**config.mk**
```make
export PLATFORM = sky130hd
export DESIGN_NAME = arm_alu_seq
export DESIGN_NICKNAME = d
export VERILOG_FILES = /design/src/rtl/arm_alu_pkg.sv /design/src/rtl/arm_cond_eval.sv /design/src/rtl/arm_alu_seq.sv
export SDC_FILE = /design/constraint.sdc
export NUM_CORES = 1
export LEC_CHECK = 0
export CAP_MARGIN = 20
export CORE_ASPECT_RATIO = 0.9
export CORE_MARGIN = 5
export CORE_UTILIZATION = 45
export DETAILED_ROUTE_END_ITERATION = 10
export PLACE_DENSITY = 0.84
export SLEW_MARGIN = 30
export SYNTH_ARGS = -nofsm -noshare
export SYNTH_HDL_FRONTEND = slang
export SYNTH_HIERARCHICAL = 1
export SYNTH_SLANG_ARGS = --single-unit
```
**constraint.sdc**
```tcl
create_clock -name clk -period 4 [get_ports clk]
set_input_delay 0.6 -clock clk [delete_from_list [all_inputs] [get_ports clk]]
set_output_delay 0.6 -clock clk [all_outputs]
set_load 0.05 [all_outputs]
```
**src/rtl/arm_alu_pkg.sv**
```systemverilog
// Shared opcode/condition encodings, sequencer states and flag-update rules
// for the arm_alu sequencer.
package arm_alu_pkg;

  localparam int unsigned OPW   = 5;
  localparam int unsigned CONDW = 4;
  localparam int unsigned NZCVW = 4;

  localparam logic [OPW-1:0] OP_AND  = 5'b00000;
  localparam logic [OPW-1:0] OP_EOR  = 5'b00001;
  localparam logic [OPW-1:0] OP_SUB  = 5'b00010;
  localparam logic [OPW-1:0] OP_RSB  = 5'b00011;
  localparam logic [OPW-1:0] OP_ADD  = 5'b00100;
  localparam logic [OPW-1:0] OP_ADC  = 5'b00101;
  localparam logic [OPW-1:0] OP_SBC  = 5'b00110;
  localparam logic [OPW-1:0] OP_RSC  = 5'b00111;
  localparam logic [OPW-1:0] OP_TST  = 5'b01000;
  localparam logic [OPW-1:0] OP_TEQ  = 5'b01001;
  localparam logic [OPW-1:0] OP_CMP  = 5'b01010;
  localparam logic [OPW-1:0] OP_CMN  = 5'b01011;
  localparam logic [OPW-1:0] OP_ORR  = 5'b01100;
  localparam logic [OPW-1:0] OP_MOV  = 5'b01101;
  localparam logic [OPW-1:0] OP_BIC  = 5'b01110;
  localparam logic [OPW-1:0] OP_MVN  = 5'b01111;
  localparam logic [OPW-1:0] OP_INC4 = 5'b10000;

  localparam logic [CONDW-1:0] COND_EQ = 4'b0000;
  localparam logic [CONDW-1:0] COND_NE = 4'b0001;
  localparam logic [CONDW-1:0] COND_CS = 4'b0010;
  localparam logic [CONDW-1:0] COND_CC = 4'b0011;
  localparam logic [CONDW-1:0] COND_MI = 4'b0100;
  localparam logic [CONDW-1:0] COND_PL = 4'b0101;
  localparam logic [CONDW-1:0] COND_VS = 4'b0110;
  localparam logic [CONDW-1:0] COND_VC = 4'b0111;
  localparam logic [CONDW-1:0] COND_HI = 4'b1000;
  localparam logic [CONDW-1:0] COND_LS = 4'b1001;
  localparam logic [CONDW-1:0] COND_GE = 4'b1010;
  localparam logic [CONDW-1:0] COND_LT = 4'b1011;
  localparam logic [CONDW-1:0] COND_GT = 4'b1100;
  localparam logic [CONDW-1:0] COND_LE = 4'b1101;
  localparam logic [CONDW-1:0] COND_AL = 4'b1110;
  localparam logic [CONDW-1:0] COND_NV = 4'b1111;

  typedef enum logic [2:0] {IDLE, COND, EXEC, WB, RET} state_t;

  // Test/compare ops: always set flags, never write a result.
  function automatic logic op_is_cmp(input logic [OPW-1:0] op);
    return (op == OP_TST) || (op == OP_TEQ) || (op == OP_CMP) || (op == OP_CMN);
  endfunction

  function automatic logic op_writes(input logic [OPW-1:0] op);
    return !op_is_cmp(op);
  endfunction

  // New NZCV after retirement; move-class and undefined ops leave flags alone.
  function automatic logic [NZCVW-1:0] flag_update(input logic [OPW-1:0]   op,
                                                   input logic             s,
                                                   input logic [NZCVW-1:0] cur,
                                                   input logic [NZCVW-1:0] alu_nzcv,
                                                   input logic             y_msb);
    logic [NZCVW-1:0] nf;
    nf = cur;
    if (s || op_is_cmp(op)) begin
      case (op)
        OP_SUB, OP_RSB, OP_ADD, OP_ADC,
        OP_SBC, OP_RSC, OP_CMP, OP_CMN: nf = alu_nzcv;
        OP_AND, OP_EOR, OP_ORR:         nf = {y_msb, alu_nzcv[2], cur[1:0]};
        OP_TST, OP_TEQ, OP_BIC:         nf = {cur[3], alu_nzcv[2], cur[1:0]};
        default:                        nf = cur;
      endcase
    end
    return nf;
  endfunction

endpackage

```
**src/rtl/arm_cond_eval.sv**
```systemverilog
// Combinational ARM condition-code evaluator: cond + NZCV -> pass.
module arm_cond_eval
  import arm_alu_pkg::*;
(
  input  logic [3:0] cond,
  input  logic [3:0] nzcv,
  output logic       pass_c
);

  logic n, z, c, v;
  assign {n, z, c, v} = nzcv;

  // Standard ARM condition table.
  always_comb begin
    pass_c = 1'b0;
    case (cond)
      COND_EQ: pass_c = z;
      COND_NE: pass_c = !z;
      COND_CS: pass_c = c;
      COND_CC: pass_c = !c;
      COND_MI: pass_c = n;
      COND_PL: pass_c = !n;
      COND_VS: pass_c = v;
      COND_VC: pass_c = !v;
      COND_HI: pass_c = c && !z;
      COND_LS: pass_c = !c || z;
      COND_GE: pass_c = (n == v);
      COND_LT: pass_c = (n != v);
      COND_GT: pass_c = !z && (n == v);
      COND_LE: pass_c = z || (n != v);
      COND_AL: pass_c = 1'b1;
      default: pass_c = 1'b0;
    endcase
  end

endmodule

```
**src/rtl/arm_alu_seq.sv**
```systemverilog
// Multi-cycle sequencer driving the arm_alu datapath for data-processing
// instructions: condition check, execute, write-back and NZCV update.
// Optional macro ARM_ALU_SEQ_STATS_EN adds executed/skipped retire counters.
module arm_alu_seq
  import arm_alu_pkg::*;
#(
  parameter int unsigned DW = 32,
  parameter int unsigned RW = 4
) (
  input  logic          clk,
  input  logic          rst_n,
  input  logic          req_valid,
  output logic          req_ready,
  input  logic [3:0]    req_cond,
  input  logic [4:0]    req_op,
  input  logic          req_s,
  input  logic [DW-1:0] req_a,
  input  logic [DW-1:0] req_b,
  input  logic [RW-1:0] req_rd,
  output logic [4:0]    alu_op,
  output logic [DW-1:0] alu_in_1,
  output logic [DW-1:0] alu_in_2,
  output logic          alu_c_in,
  input  logic [DW-1:0] alu_y,
  input  logic          alu_n,
  input  logic          alu_z,
  input  logic          alu_c,
  input  logic          alu_v,
  output logic          wb_valid,
  output logic [RW-1:0] wb_rd,
  output logic [DW-1:0] wb_data,
  output logic [3:0]    flags,
  output logic          done,
  output logic          skipped
`ifdef ARM_ALU_SEQ_STATS_EN
  ,
  output logic [31:0]   stat_exec,
  output logic [31:0]   stat_skip
`endif
);

  state_t        state_q;
  logic [3:0]    cond_q;
  logic          s_q;
  logic [RW-1:0] rd_q;
  logic [3:0]    alu_f_q;
  logic          cond_pass_c;
  logic [3:0]    flags_next_c;

  assign req_ready = (state_q == IDLE);
  // Flags only move in WB, so carry-in is stable for the whole EXEC cycle.
  assign alu_c_in  = flags[1];

  arm_cond_eval u_cond_eval (
    .cond   (cond_q),
    .nzcv   (flags),
    .pass_c (cond_pass_c)
  );

  // NZCV candidate from the registered ALU result of the retiring instruction.
  always_comb begin
    flags_next_c = flag_update(alu_op, s_q, flags, alu_f_q, wb_data[DW-1]);
  end

  // Sequencer FSM with registered strobes, operands and flags.
  always_ff @(posedge clk) begin
    if (!rst_n) begin
      state_q   <= IDLE;
      flags     <= 4'b0000;
      wb_valid  <= 1'b0;
      done      <= 1'b0;
      skipped   <= 1'b0;
      wb_rd     <= '0;
      wb_data   <= '0;
      alu_op    <= OP_MOV;
      alu_in_1  <= '0;
      alu_in_2  <= '0;
      cond_q    <= 4'b0000;
      s_q       <= 1'b0;
      rd_q      <= '0;
      alu_f_q   <= 4'b0000;
`ifdef ARM_ALU_SEQ_STATS_EN
      stat_exec <= 32'd0;
      stat_skip <= 32'd0;
`endif
    end else begin
      wb_valid <= 1'b0;
      done     <= 1'b0;
      skipped  <= 1'b0;
      case (state_q)
        IDLE: begin
          if (req_valid) begin
            cond_q   <= req_cond;
            alu_op   <= req_op;
            s_q      <= req_s;
            alu_in_1 <= req_a;
            alu_in_2 <= req_b;
            rd_q     <= req_rd;
            state_q  <= COND;
          end
        end
        COND: begin
          if (cond_pass_c) begin
            state_q <= EXEC;
          end else begin
            done    <= 1'b1;
            skipped <= 1'b1;
            state_q <= RET;
          end
        end
        EXEC: begin
          wb_data  <= alu_y;
          alu_f_q  <= {alu_n, alu_z, alu_c, alu_v};
          wb_rd    <= rd_q;
          wb_valid <= op_writes(alu_op);
          done     <= 1'b1;
          state_q  <= WB;
        end
        WB: begin
          flags   <= flags_next_c;
          state_q <= IDLE;
`ifdef ARM_ALU_SEQ_STATS_EN
          stat_exec <= stat_exec + 32'd1;
`endif
        end
        RET: begin
          state_q <= IDLE;
`ifdef ARM_ALU_SEQ_STATS_EN
          stat_skip <= stat_skip + 32'd1;
`endif
        end
        default: state_q <= IDLE;
      endcase
    end
  end

endmodule

```
Word-level counts from Yosys, hierarchy flattened

Index checks and enable logic that the tools add are counted.
W data, S select, Z words.

Bits in registers: 128
Input bits: 117
Output and inout bits: 114
Word-level logic and storage cells: 85

Equality and inequality tests: 33
Mux-type cells: 7
Bitwise operators: 2
Reduce and logical (&&, ||, !) cells: 27

Operators by type and width:

| cell                 | number |
|---|---|
| $eq A5 B4 Y1 const B | 6 |
| $eq A4 B4 Y1 const B | 7 |
| $eq A5 B3 Y1 const B | 4 |
| $eq A4 B3 Y1 const B | 4 |
| $pmux W1 S15         | 1 |
| $pmux W4 S3          | 1 |
| $eq A5 B2 Y1 const B | 2 |
| $pmux W3 S3          | 1 |
| $eq A4 B2 Y1 const B | 2 |
| $reduce_or A8 Y1     | 1 |
| $eq A3 B2 Y1 const B | 2 |
| $logic_or A1 B1 Y1   | 6 |
| $mux W3              | 2 |
| $reduce_and A2 Y1    | 3 |
| $reduce_or A3 Y1     | 2 |
| $eq A5 B1 Y1 const B | 1 |
| $logic_not A1 Y1     | 5 |
| $logic_not A5 Y1     | 1 |
| $reduce_and A5 Y1    | 1 |
| $eq A4 B1 Y1 const B | 1 |
| $logic_not A4 Y1     | 1 |
| $reduce_and A4 Y1    | 1 |
| $eq A3 B1 Y1 const B | 1 |
| $logic_not A3 Y1     | 1 |
| other kinds (10)     | 12 |

Logic depth before layout (Yosys ltp)

Gate-level depths: netlist of the first run.

Word-level depth: 6
Gate-level depth with buffers: 8
Depth with buffers taken out: 6

Cells and area by module

Netlist of the first run, hierarchy kept.

By module, submodules not included:

| module        | instances | cells each | area an instance (µm²) |
|---|---|---|---|
| arm_alu_seq   | 1         | 573        | 4854.7 |
| arm_cond_eval | 1         | 28         | 193.9 |

Worst setup path after synthesis of the first run

No wires, ideal clock.

Path kind: register to register
From: register flags[3]
To: register done
Library setup time: 0.058 ns
Arrival time: 2.048 ns
Slack: 1.894 ns
Stages on the path, launching flop included: 7
Path buffers: 0
Period minus slack after synthesis: 2.106 ns
Path through: dfxtp_1 -> xnor2_2 -> o22ai_1 -> a211o_1 -> a211o_1 -> nor4b_1 -> a21o_1

Longest elaborated chain between the ends: 5
Elaborated cells between the ends (all ways): 8
Classes of those cells: 2 x eq/ne; 3 x mux; 3 x reduce/logical

RTL lines:

| item                                                      | RTL line                                 | RTL |
|---|---|---|
| start, declared                                           | arm_alu_seq.sv:32                        | `output logic [3:0] flags,` |
| start signal, assigned                                    | arm_alu_seq.sv:120                       | `flags <= flags_next_c;` |
| $ne A1 B1 Y1 or $eq A1 B1 Y1 (tied branches)              | n/a                                      |  |
| $logic_or A1 B1 Y1 or $logic_and A1 B1 Y1 (tied branches) | arm_cond_eval.sv:30, arm_cond_eval.sv:29 |  |
| $pmux W1 S15 *                                            | arm_cond_eval.sv:16                      | `case (cond)` |
| net cond_pass_c                                           | arm_alu_seq.sv:47                        | `logic cond_pass_c;` |
| $mux W1 *                                                 | arm_alu_seq.sv:103                       | `if (cond_pass_c) begin` |
| $pmux W1 S2 *                                             | arm_alu_seq.sv:90                        | `case (state_q)` |
| end signal, assigned                                      | arm_alu_seq.sv:88                        | `done <= 1'b0;` |
| end signal, assigned                                      | arm_alu_seq.sv:106                       | `done <= 1'b1;` |
| end signal, assigned                                      | arm_alu_seq.sv:116                       | `done <= 1'b1;` |
| end, declared                                             | arm_alu_seq.sv:33                        | `output logic done,` |

Mark *: on every way through the listed nets, which the timed path passes. The rest lies on a longest branch.
A chain may end at the register's enable or synchronous reset.

Final worst setup path of the first run

From: register state_q[0]
To: output req_ready

Longest elaborated chain between the ends: 1

RTL lines:

| item                   | RTL line           | RTL |
|---|---|---|
| start, declared        | arm_alu_seq.sv:42  | `state_t state_q;` |
| start signal, assigned | arm_alu_seq.sv:68  | `state_q <= IDLE;` |
| start signal, assigned | arm_alu_seq.sv:99  | `state_q <= COND;` |
| start signal, assigned | arm_alu_seq.sv:104 | `state_q <= EXEC;` |
| $logic_not A3 Y1       | arm_alu_seq.sv:50  | `assign req_ready = (state_q == IDLE);` |
| end, declared          | arm_alu_seq.sv:13  | `output logic req_ready,` |

No other way between the ends.

==> metrics.md, run 1 <==
| Metric | Value |
|---|---|
| Status | `completed` |
| Lkg Pwr | `about 2.8 nW` |
| Worst-path cell chain | `nor3_2 > clkdlybuf4s50_1` |
| Synthesized area per cell | `between 8 and 9 um^2` |
| Yosys top cell by area | `dfxtp_1` |
| Kind of end point of the critical path | `output pin` |
| Cells after synthesis | `approximately 600` |
| RSZ-0062 raised after global routing | `no` |
| IO Count | `about 230` |
| CP max-delay cell | `clkdlybuf4s50_1` |
| Final setup vio count | `0` |
| Die height | `roughly 110 um` |
| CTS root buf | `clkbuf_16` |
| Synthesized net count | `about 720` |
| DR WL/cell | `about 15 um` |
| Hold Path Cell Cnt | `2` |
| Clock Path Buffers | `2` |
| Final TNS setup | `0 ps` |
| First-pass GRT wire length | `between 20000 and 25000 um` |
| Clk pwr share | `around 40%` |
| Die ar. | `~13000 um^2` |
| Cell Pwr Density | `~430 nW/um^2` |
| Initial antenna violation count | `0` |
| Cell Int Power | `approximately 2.5 mW` |
| Vias in the first global route | `4819` |
| CP top delay family | `buffers and inverters` |
| Share of cells above drive strength 1 | `around 5.0%` |
| Slew HR | `between 40 and 50%` |
| Share of the synthesized area in the top cell type | `50.76%` |
| Post-DRT Antenna Nets | `0` |
| Post-cts gate resize count | `0` |
| Worst Path Buf+Inv | `1` |
| YS warnings | `6` |
| Via count | `4787` |
| Clk sinks | `128` |
| Critical path arrival | `2000 ps` |
| Worst Setup Start Kind | `register` |
| N_diodes | `0` |
| Final nets | `about 930` |
| Routed wire length | `between 10000 and 15000 um` |
| Crit share post-route | `approximately 65%` |
| Htree depth | `4` |
| EDFF count, synth | `0` |
| Synth cell types | `44` |
| Top cells by count, synth | `250 x nand2_1, 128 x dfxtp_1, 98 x a21boi_0` |
| Worst-margin pin slew | `roughly 770 ps` |
| Area Growth Syn to Fin | `56.23%` |
| Post-synthesis async set-or-reset flop share | `0%` |
| Core Rows | `36` |
| Largest fanout on the critical path | `8` |
| Flop pwr share | `41.1%` |
| Max incr delay on CP | `between 800 and 900 ps` |
| CTS tree | `done` |
| Core region area | `roughly 11000 um^2` |
| Post-CTS Setup Inserts | `0` |
| CTS clk-pin slew, worst paths | `roughly 50 ps` |
| Req. time, crit path | `between 3000 and 4000 ps` |
| FF+latch count, synth | `128` |
| Max_cap viols | `0` |
| Slew Limit Fails | `0` |
| Crit. path cell count | `2` |
| Total power draw | `3.395 mW` |
| Starting Density | `a little under half` |
| Global placement routability congestion | `0.7468` |
| IR drop worst, VDD | `~0.00035 V` |
| Clock skew | `~5.5 ps` |
| DRC | `0` |
| Pin count of the biggest net entering global routing | `94` |
| Crit Path Class | `reg2out` |
| Clk_lat worst skew | `around 410 ps` |
| Seq/Total Area, Yosys | `50.76%` |
| Port Buffers | `230` |
| Period minus WS final | `roughly 2600 ps` |
| Peak Freq | `~0.39 GHz` |
| Top cells by area, synth | `dfxtp_1 51%, nand2_1 19%, a21boi_0 15%` |
| Total gr overflow | `0` |
| Sw Ratio | `27.42%` |
| GRT Total Usage | `21.80%` |
| Most frequent cell after synthesis | `nand2_1` |
| Top FF cell, synth | `dfxtp_1` |
| DRT Pass-1 Iters | `4` |
| Die W | `around 120 um` |
| Hold/Removal Path Class | `reg2reg` |
| Comb pwr share | `a little under a fifth` |
| Post-Synthesis Cell Area | `5049 um^2` |
| Final hold vios | `0` |
| Worst Setup Slack, final | `between 1000 and 1500 ps` |
| Hpwl dp | `between 10000 and 15000 um` |
| Drt via density | `~4.9` |
| Initial DRC Count | `between 200 and 300` |
| P_sw | `0.9309 mW` |
| Pre-CTS WS | `approximately 1600 ps` |
| CTS Buf Count | `17` |
| CTS Hold Bufs | `0` |
| FF-to-FF path depth | `6` |
==> power groups by stage <==
stage / logic [mW] / clock network [mW] / registers [mW]
global placement: 0.639 / 0 / 1.42
global route: 0.690 / 1.44 / 1.40
finish: 0.651 / 1.35 / 1.39
floorplan: 0.188 / 0 / 1.61
detailed placement: 0.651 / 0 / 1.42
CTS: 0.655 / 1.37 / 1.39
==> cells by family after synthesis <==
logic type	count (synthesis)	share of synthesized area, %
AOI/OAI and AO/OA	136	20.27
xor gates and xnor gates	2	0.4958
buffers and inverters	46	4.337
DFF	128	50.76
muxes	6	1.289
and+or+nand+nor	283	22.85
==> layout make-up <==
cell class / count / area [um^2]
Multi-Input combinational cell: 427 / 2276
Timing Repair Buffer: 236 / 2345
Sequential cell: 128 / 2562
Tap cell: 152 / 190.2
Fill cell: 830 / 3013
Clock inverter: 1 / 5.005
Clock buffer: 25 / 505.5
Inverter: 1 / 3.754
==> layer usage <==
metal / vias to the layer above / wire (um) / global-route usage [%]
met3: 31 / 1289 / 9.611
li1: 2371 / - / -
met4: 0 / 427 / 9.410
met2: 170 / 7390 / 38.05
met5: - / 0 / 0
met1: 2215 / 5822 / 22.42
==> tightest hold or removal path, stage by stage (launching register included) <==
cell and delay [ps]:
dfxtp_1 300, nand2_1 50, a21boi_1 50
==> metrics by stage <==
step / hold WS, ps / util (%) / area [um^2] / instances
2_1_floorplan: 438.3 / - / 5049 / 601
3_5_place_dp: 448.2 / 67.68 / 7377 / 944
6_report: 453.9 / 72.36 / 7888 / 970
3_3_place_gp: 442.4 / 67.63 / 7372 / 944
4_1_cts: 457.6 / 72.36 / 7888 / 970
5_1_grt: 476.4 / 72.36 / 7888 / 970
==> final timing paths <==
path / start / to / slack [ps]
min: alu_in_2[5]$_SDFFE_PN0P_ / alu_in_2[5]$_SDFFE_PN0P_ / 450
max: state_q[0]$_SDFFE_PN0P_ / req_ready / 1400
max reg2reg: cond_q[2]$_SDFFE_PN0P_ / done$_SDFF_PN0_ / 2020
min reg2reg: alu_in_2[5]$_SDFFE_PN0P_ / alu_in_2[5]$_SDFFE_PN0P_ / 450
==> flip-flops by register name (all words and copies together), names as in the netlist <==
register  flops
alu_in_1     32
alu_in_2     32
wb_data      32
alu_op        5
alu_f_q       4
cond_q        4
flags         4
rd_q          4
wb_rd         4
state_q       3
done          1
s_q           1
skipped       1
wb_valid      1
==> cells in the final DEF, fill, tap and decap left out, types with 2 or more instances in the layout <==
cell type | synthesis | final
mux2i_1 | 5 | 5
buf_4 | 1 | 7
nor3_2 | 2 | 2
nand3b_1 | 3 | 3
dfxtp_1 | 128 | 128
nor3_1 | 3 | 3
or2b_1 | 2 | 2
nor4b_1 | 2 | 2
o211ai_1 | 2 | 2
clkbuf_16 | 0 | 17
clkbuf_8 | 0 | 5
clkbuf_1 | 23 | 3
nand3_1 | 3 | 3
and2_1 | 3 | 2
a21oi_1 | 6 | 6
a21boi_0 | 98 | 98
a21boi_1 | 17 | 17
a211o_1 | 2 | 2
nor2_1 | 5 | 5
nand2_1 | 250 | 249
clkdlybuf4s50_1 | 0 | 229
nand2b_1 | 3 | 3
or2_2 | 2 | 2
Power figures use the tool's default switching activity.
==> run 2: changes to the inputs <==
CORE_UTILIZATION = 37   (was 45)
PLACE_DENSITY = 0.74   (was 0.84)
clock period = 2.3 ns   (was 4 ns; I/O delays follow)
==> metrics.md, run 2 (same netlist as run 1, synthesis figures left out) <==
| Metric | Value |
|---|---|
| Status | `completed` |
| Vias in the first global route | `4879` |
| DRC | `0` |
| Most frequent cells in the layout | `249 x nand2_1, 228 x clkdlybuf4s50_1, 128 x dfxtp_1` |
| Largest regs | `alu_in_1 x32, alu_in_2 x32, wb_data x32` |
| Post-cts gate resize count | `0` |
| Post-CTS Setup Inserts | `0` |
| Post-DRT Antenna Nets | `0` |
| Crit Path Class | `reg2out` |
| Reg area | `around 2600 um^2` |
| IR drop worst, VDD | `between 0.0004 and 0.0005 V` |
| Hpwl dp | `~11000 um` |
| CTS Buf Count | `17` |
| Clock skew | `slightly above 5 ps` |
| Final hold vios | `0` |
| Most common cell after layout, fill and taps aside | `nand2_1` |
| Core region area | `13360 um^2` |
| Lkg Pwr | `~2.9 nW` |
| N_diodes | `0` |
| Slew HR | `about 60%` |
| Pre-CTS WS | `around 400 ps` |
| Worst Path Buf+Inv | `1` |
| CTS tree | `done` |
| Slew Limit Fails | `0` |
| First-pass GRT wire length | `~24000 um` |
| Initial antenna violation count | `3` |
| Largest fanout on the critical path | `9` |
| Worst-margin pin slew | `570.5 ps` |
| CP max-delay cell | `clkdlybuf4s50_1` |
| Final TNS setup | `0 ps` |
| Kind of end point of the critical path | `output pin` |
| Clk_lat worst skew | `between 400 and 500 ps` |
| Total power draw | `just over 6 mW` |
| Starting Density | `a little under two fifths` |
| Hold Path Cell Cnt | `2` |
| Die ar. | `approximately 16000 um^2` |
| Critical path arrival | `between 1500 and 2000 ps` |
| CTS root buf | `clkbuf_16` |
| Htree depth | `4` |
| Peak Freq | `around 0.46 GHz` |
| RSZ-0062 raised after global routing | `no` |
| Worst Setup Start Kind | `register` |
| Initial DRC Count | `approximately 210` |
| FILL cells | `between 1000 and 1500` |
| Hold wc startpoint | `rst_n` |
| FF-to-FF Start | `flags[3]$_SDFFE_PN0P_` |
| FF-to-FF path depth | `6` |
| CP top delay family | `buffers and inverters` |
| Total gr overflow | `0` |
| DRT Pass-1 Iters | `5` |
| Final Non-Filler Cells | `around 990` |
| Routed wire length | `~15000 um` |
| Core Rows | `40` |
| Worst Setup Slack, final | `about 130 ps` |
| Hold/Removal Path Class | `in2reg` |
| CTS clk-pin slew, worst paths | `approximately 50 ps` |
| Die height | `120.8 um` |
| Endpoint of the lowest-slack register-to-register path | `done$_SDFF_PN0_` |
| DR WL/cell | `between 10 and 15 um` |
| Placed Cells | `between 900 and 1000` |
| Global placement routability congestion | `slightly above 0.8` |
| Reg2reg setup slack | `approximately 370 ps` |
| Pin count of the biggest net entering global routing | `about 50` |
| Crit share post-route | `a little over nine tenths` |
| Drt via density | `slightly below 5` |
| Final nets | `930` |
| Via count | `4789` |
| IO Count | `between 200 and 250` |
| CTS Hold Bufs | `0` |
| Cell Pwr Density | `between 700 and 800 nW/um^2` |
| GRT Total Usage | `between 10% and 20%` |
| Min-Delay Endpoint | `alu_op[2]$_SDFFE_PN1P_` |
| Clock Path Buffers | `2` |
| Period minus WS final | `2169 ps` |
| Area Growth Syn to Fin | `58.74%` |
| Max_cap viols | `0` |
| Area of the multi-input gates | `roughly 2300 um^2` |
| Port Buffers | `between 200 and 250` |
| Worst-path cell chain | `clkdlybuf4s50_1` |
| Max incr delay on CP | `about 900 ps` |
| Share of cells above drive strength 1 | `roughly 5.8%` |
| Req. time, crit path | `1960 ps` |
| Core Util, Final | `between 50% and 60%` |
| Clk sinks | `about 130` |
| Final setup vio count | `0` |
| Die W | `about 130 um` |
[run 2: layer usage]
metal | share of wire, % | track usage [%]
met4 | 3.1 | 8.419
met5 | 0.36 | 0
met2 | 47 | 30.27
met1 | 41 | 20.57
met3 | 8.9 | 8.611
[run 2: layout make-up]
cell class / instances / share of cell area, %
flip-flops and latches: 128 / 31.98
repair buffers: 238 / 29.73
multi-input cells: 427 / 28.34
clock buffers: 22 / 5.917
well taps: 168 / 2.623
clock inverters: 7 / 1.374
inverters: 1 / 0.04684
[run 2: worst max path at each step]
stage,from,end,slack (ps),cells after the start
after global routing,alu_op[2]$_SDFFE_PN1P_,alu_op[2],80,1
after detailed placement,cond_q[2]$_SDFFE_PN0P_,done$_SDFF_PN0_,400,6
after floorplan,flags[3]$_SDFFE_PN0P_,done$_SDFF_PN0_,190,6
after CTS,alu_op[4]$_SDFFE_PN0P_,alu_op[4],110,1
after global placement,cond_q[2]$_SDFFE_PN0P_,done$_SDFF_PN0_,440,6
final,alu_op[4]$_SDFFE_PN0P_,alu_op[4],130,1
[run 2: metrics by stage]
step	hold slack [ps]	area [um^2]
detailed placement	445.8	7430
floorplan	438.3	5049
CTS	304.2	8014
finish	315.8	8014
global placement	440.2	7430
global route	314.4	8014
[run 2: power by group]
group	leakage, nW	total (mW)	internal, mW	switching (mW)
registers	1.04	2.42	2.34	0.0849
clock network	0.291	2.66	1.76	0.892
logic	1.56	1.14	0.476	0.665
total	2.89	6.22	4.58	1.64
==> RTL change 1, RTL diff (config.mk and constraints of run 2) <==
Register the output `flags` once more, with the module's reset; this adds one clock of latency there. The other outputs are not delayed to match. Comments in the files are not updated.
--- a/src/rtl/arm_alu_seq.sv
+++ b/src/rtl/arm_alu_seq.sv
@@ -39,6 +39,8 @@
 `endif
 );
 
+  logic [3:0] flags_s0;
+
   state_t        state_q;
   logic [3:0]    cond_q;
   logic          s_q;
@@ -49,24 +51,24 @@
 
   assign req_ready = (state_q == IDLE);
   // Flags only move in WB, so carry-in is stable for the whole EXEC cycle.
-  assign alu_c_in  = flags[1];
+  assign alu_c_in  = flags_s0[1];
 
   arm_cond_eval u_cond_eval (
     .cond   (cond_q),
-    .nzcv   (flags),
+    .nzcv   (flags_s0),
     .pass_c (cond_pass_c)
   );
 
   // NZCV candidate from the registered ALU result of the retiring instruction.
   always_comb begin
-    flags_next_c = flag_update(alu_op, s_q, flags, alu_f_q, wb_data[DW-1]);
+    flags_next_c = flag_update(alu_op, s_q, flags_s0, alu_f_q, wb_data[DW-1]);
   end
 
   // Sequencer FSM with registered strobes, operands and flags.
   always_ff @(posedge clk) begin
     if (!rst_n) begin
       state_q   <= IDLE;
-      flags     <= 4'b0000;
+      flags_s0  <= 4'b0000;
       wb_valid  <= 1'b0;
       done      <= 1'b0;
       skipped   <= 1'b0;
@@ -117,7 +119,7 @@
           state_q  <= WB;
         end
         WB: begin
-          flags   <= flags_next_c;
+          flags_s0 <= flags_next_c;
           state_q <= IDLE;
 `ifdef ARM_ALU_SEQ_STATS_EN
           stat_exec <= stat_exec + 32'd1;
@@ -134,5 +136,13 @@
     end
   end
 
+  always_ff @(posedge clk) begin
+    if (!rst_n) begin
+      flags <= '0;
+    end else begin
+      flags <= flags_s0;
+    end
+  end
+
 endmodule
 
Function: changed (a bounded check fails within 10 cycles, from zero or initial values and one cycle with rst_n low).
==> RTL change 1 against run 2 <==
- core utilization about the same
- total power shrank 1.6%
- routed wire length rose by 4.5%
- sequential cell count rose by 4
- worst setup slack improved by 27 ps
- final area increased by 1.0%
- sequential share of layout area up 0.66 points
- synthesized area up 2.1%
- critical endpoint unchanged
- largest cell class unchanged
- largest power group is now sequential cells
==> RTL change 1: results (changes against run 2) <==
synth:
  synthTopCellsByArea: "dfxtp_1, nand2_1, a21boi_0, a21boi_1, clkbuf_1"
  yosys_warnings: 6  # unchanged
  ys_seq_area_share_pct: 51.3  # +0.53 points
  synthesis.nets: 725  # +0.97%
  synthCells: 608  # +1.2%
  synthTopCellsByCount: "nand2_1, dfxtp_1, a21boi_0"
  synthDistinctLibCells: 45  # +2.3%
global_route:
  track_usage_pct: 18.8  # +0.29 points
  antenna_found_initial: 0  # -3
  grt_pass1_vias: 4755  # -2.5%
  grt_start_max_net_pins: 85  # +73%
  grt_pass1_wl_um: 24500  # +1.9%
drt:
  vias: 4738  # -1.1%
  met1Wirelength_um: 6000  # -1.1%
  highest_layer: "met4"
  wl_met2_um: 7780  # +12%
  route.detailed.wl_per_inst_um: 15.5  # +3.5%
  dr.pass1.iters: 5  # unchanged
  wl_met3_um: 1540  # +17%
  drt-initial-drc-count: 277  # +30%
sta:
  fmax_mhz: 467  # +1.3%
  hold_slack_ps: 392  # +76.2 ps
  maxSlewHeadroom_pct: 62.4  # +0.53 points
  clock_skew_ps: 12.1  # +7.04 ps
pwr:
  p_int_mw: 4.44  # -2.9%
  ir_worst_vdd_uv: 483  # about the same
  power_frac_comb_pct: 18.7  # +0.4 points
  p_leak_nw: 2.96  # +2.4%
  p_seq_mw: 2.49  # +3%
placed_design:
  dp_hpwl_um: 11200  # +3.9%
  place_area_mm2: 0.00755  # +1.6%
  pre_cts_slack_ps: 240  # -156 ps
  place_congestion: 0.862  # +6.6%
  io_buffers: 230  # unchanged
  dp_cells: 970  # +0.83%
layout:
  instances_no_fill: 1000  # +0.91%
  drive_gt1_share_pct: 5.77  # -0.063 points
  nFillCells: 1147  # +0.17%
  nets: 938  # +0.86%
  design_area_mm2: 0.00810  # +1.0%
clock_tree:
  cts_root_buffer: "clkbuf_16"
  cts_resized: 0  # unchanged
  post_cts_buffers: 0  # unchanged
worst_setup_path:
  critPathLaunch: "alu_op[4]$_SDFFE_PN0P_"
  r2r_slack_ps: 220  # -150 ps
  crit_arrival_ps: 1800  # -20 ps
  r2r-start: "cond_q[2]$_SDFFE_PN0P_"
  r2r_end: "done$_SDFF_PN0_"
min_path:
  min-delay-start: "rst_n"
  holdPathEnd: "wb_valid$_SDFF_PN0_"
  holdPathStages: 3  # +1
run_status:
  outcome: "complete, no violations"
## RTL change 1: changes by cell type in the layout (fill, tap and decap cells not counted), sizes merged
cell,change
dfxtp,+4
buf,-1
clkbuf,+4
bufinv,-3
dlymetal6s2s,+1
inv,+4
## RTL change 1: cell type report
cell class | instances | share of cell area [%]
Clock buffer | 26 | 6.54
Clock inverter | 4 | 0.247
Inverter | 5 | 0.232
Multi-Input combinational cell | 427 | 28.1
Sequential cell | 132 | 32.6
Tap cell | 168 | 2.60
Timing Repair Buffer | 238 | 29.6
## RTL change 1: cells by family after synthesis
kind of cell / after synthesis / synth area share [%]
simple gates: 283 / 22.6
compound gates: 136 / 19.9
mux: 6 / 1.26
flops: 132 / 51.3
xor+xnor: 2 / 0.486
buf+inv: 49 / 4.54
## RTL change 1: metal layers
metal	GRT usage (%)	up-vias
met4	5.92	0
met5	0	-
met2	32.2	147
met3	9.50	16
li1	-	2401
met1	20.4	2174
==> RTL change 2, RTL diff (flow settings as in run 2) <==
Without the edit above. Build with the macro `ARM_ALU_SEQ_STATS_EN` defined.
--- a/src/rtl/arm_alu_seq.sv
+++ b/src/rtl/arm_alu_seq.sv
@@ -1,6 +1,8 @@
 // Multi-cycle sequencer driving the arm_alu datapath for data-processing
 // instructions: condition check, execute, write-back and NZCV update.
 // Optional macro ARM_ALU_SEQ_STATS_EN adds executed/skipped retire counters.
+`define ARM_ALU_SEQ_STATS_EN
+
 module arm_alu_seq
   import arm_alu_pkg::*;
 #(
Behaviour (old outputs only; new: stat_exec and stat_skip): unchanged (equiv_simple and equiv_induct, registers matched by name and starting in step).
==> RTL change 2 against run 2 <==
- routed wire length grew 62%
- sequential power grew 46%
- sequential cell count grew 64
- clock power grew 11%
- final area grew 45%
- total power grew 24%
- cell count grew 54%
- clock skew grew 9.8 ps
- synthesized area grew 54%
- worst setup slack lost 17 ps
- critical endpoint unchanged
- largest cell class unchanged
==> RTL change 2: results (changes against run 2) <==
placed_design:
  dp_hpwl_um: 17700  # +63%
  io_buffers: 294  # +28%
  pre_cts_slack_ps: 188  # -208 ps
  place_area_mm2: 0.0110  # +49%
synth:
  synthDistinctLibCells: 54  # +23%
  synthTopCellsByCount: "nand2_1, dfxtp_1, a21oi_1"
  synthCells: 960  # +60%
  synthesis.nets: 1079  # +50%
  ys_seq_area_share_pct: 49.5  # -1.2 points
  synth.area.mux_share_pct: 1.48  # +0.19 points
  synth-xor-area-share_pct: 2.24  # +1.7 points
  synthTopCellsByArea: "dfxtp_1, nand2_1, a21oi_1, clkbuf_1, or4_1"
drt:
  drt-initial-drc-count: 452  # +110%
  via_per_inst: 5.00  # +3.4%
  wl_met2_um: 11400  # +65%
  met1Wirelength_um: 10000  # +66%
  route.detailed.wl_per_inst_um: 15.7  # +4.9%
min_path:
  min-delay-start: "wb_data[0]$_SDFFE_PN0N_"
  hold_class: "register to register"
global_route:
  antenna_found_initial: 0  # -3
  grtUsageMet3_pct: 8.48  # -0.14 points
  track_usage_pct: 19.2  # +0.72 points
  grt_pass1_vias: 7195  # +47%
  grt_pass1_wl_um: 37600  # +56%
  gr-usage-met1_pct: 23.1  # +2.5 points
  grt_start_max_net_pins: 51  # +4.1%
sta:
  finalCritPeriodShare_pct: 95.1  # +0.75 points
  hold_slack_ps: 453  # +137 ps
  clock_skew_ps: 14.9  # +9.84 ps
  worstMarginPinSlew_ps: 587  # +16.8 ps
worst_setup_path:
  crit_arrival_ps: 1840  # +20 ps
  r2r_end: "stat_exec[24]$_SDFFE_PN0P_"
  worst-path-max-fanout: 5  # -4
run_status:
  outcome: "complete, no violations"
layout:
  nets: 1346  # +45%
  drive_gt1_share_pct: 5.40  # -0.43 points
  design_area_mm2: 0.0116  # +45%
RTL change 2: cell count changes in the layout (fill, tap and decap cells not counted), moves of 21 or more:
cell / run 2 / this run
clkdlybuf4s50_1: 228 / 290
nor2_1: 5 / 28
a21oi_1: 6 / 160
or4_1: 0 / 21
dfxtp_1: 128 / 192
a21boi_0: 98 / 1
RTL change 2: area by class of cell:
type | count | area share, %
clock buffer | 18 | 3.77
clock inverter | 14 | 1.28
inverter | 9 | 0.333
multi-input combinational | 690 | 31.0
sequential | 192 | 33.0
tap | 286 | 3.07
timing repair buffer | 317 | 27.6
RTL change 2: kinds of logic (layout without fill, tap and decap cells):
family | count (synthesis) | count (layout)
xor+xnor | 19 | 19
compound gates | 220 | 220
mux | 11 | 11
simple gates | 438 | 438
flops | 192 | 192
fa+ha+maj | 2 | 2
buf+inv | 78 | 358
RTL change 2: power by group:
group          internal [mW]  leakage [nW]  switching (mW)
sequential              3.44          1.56          0.0881
clock                   1.57         0.292            1.39
combinational          0.505          2.13           0.744
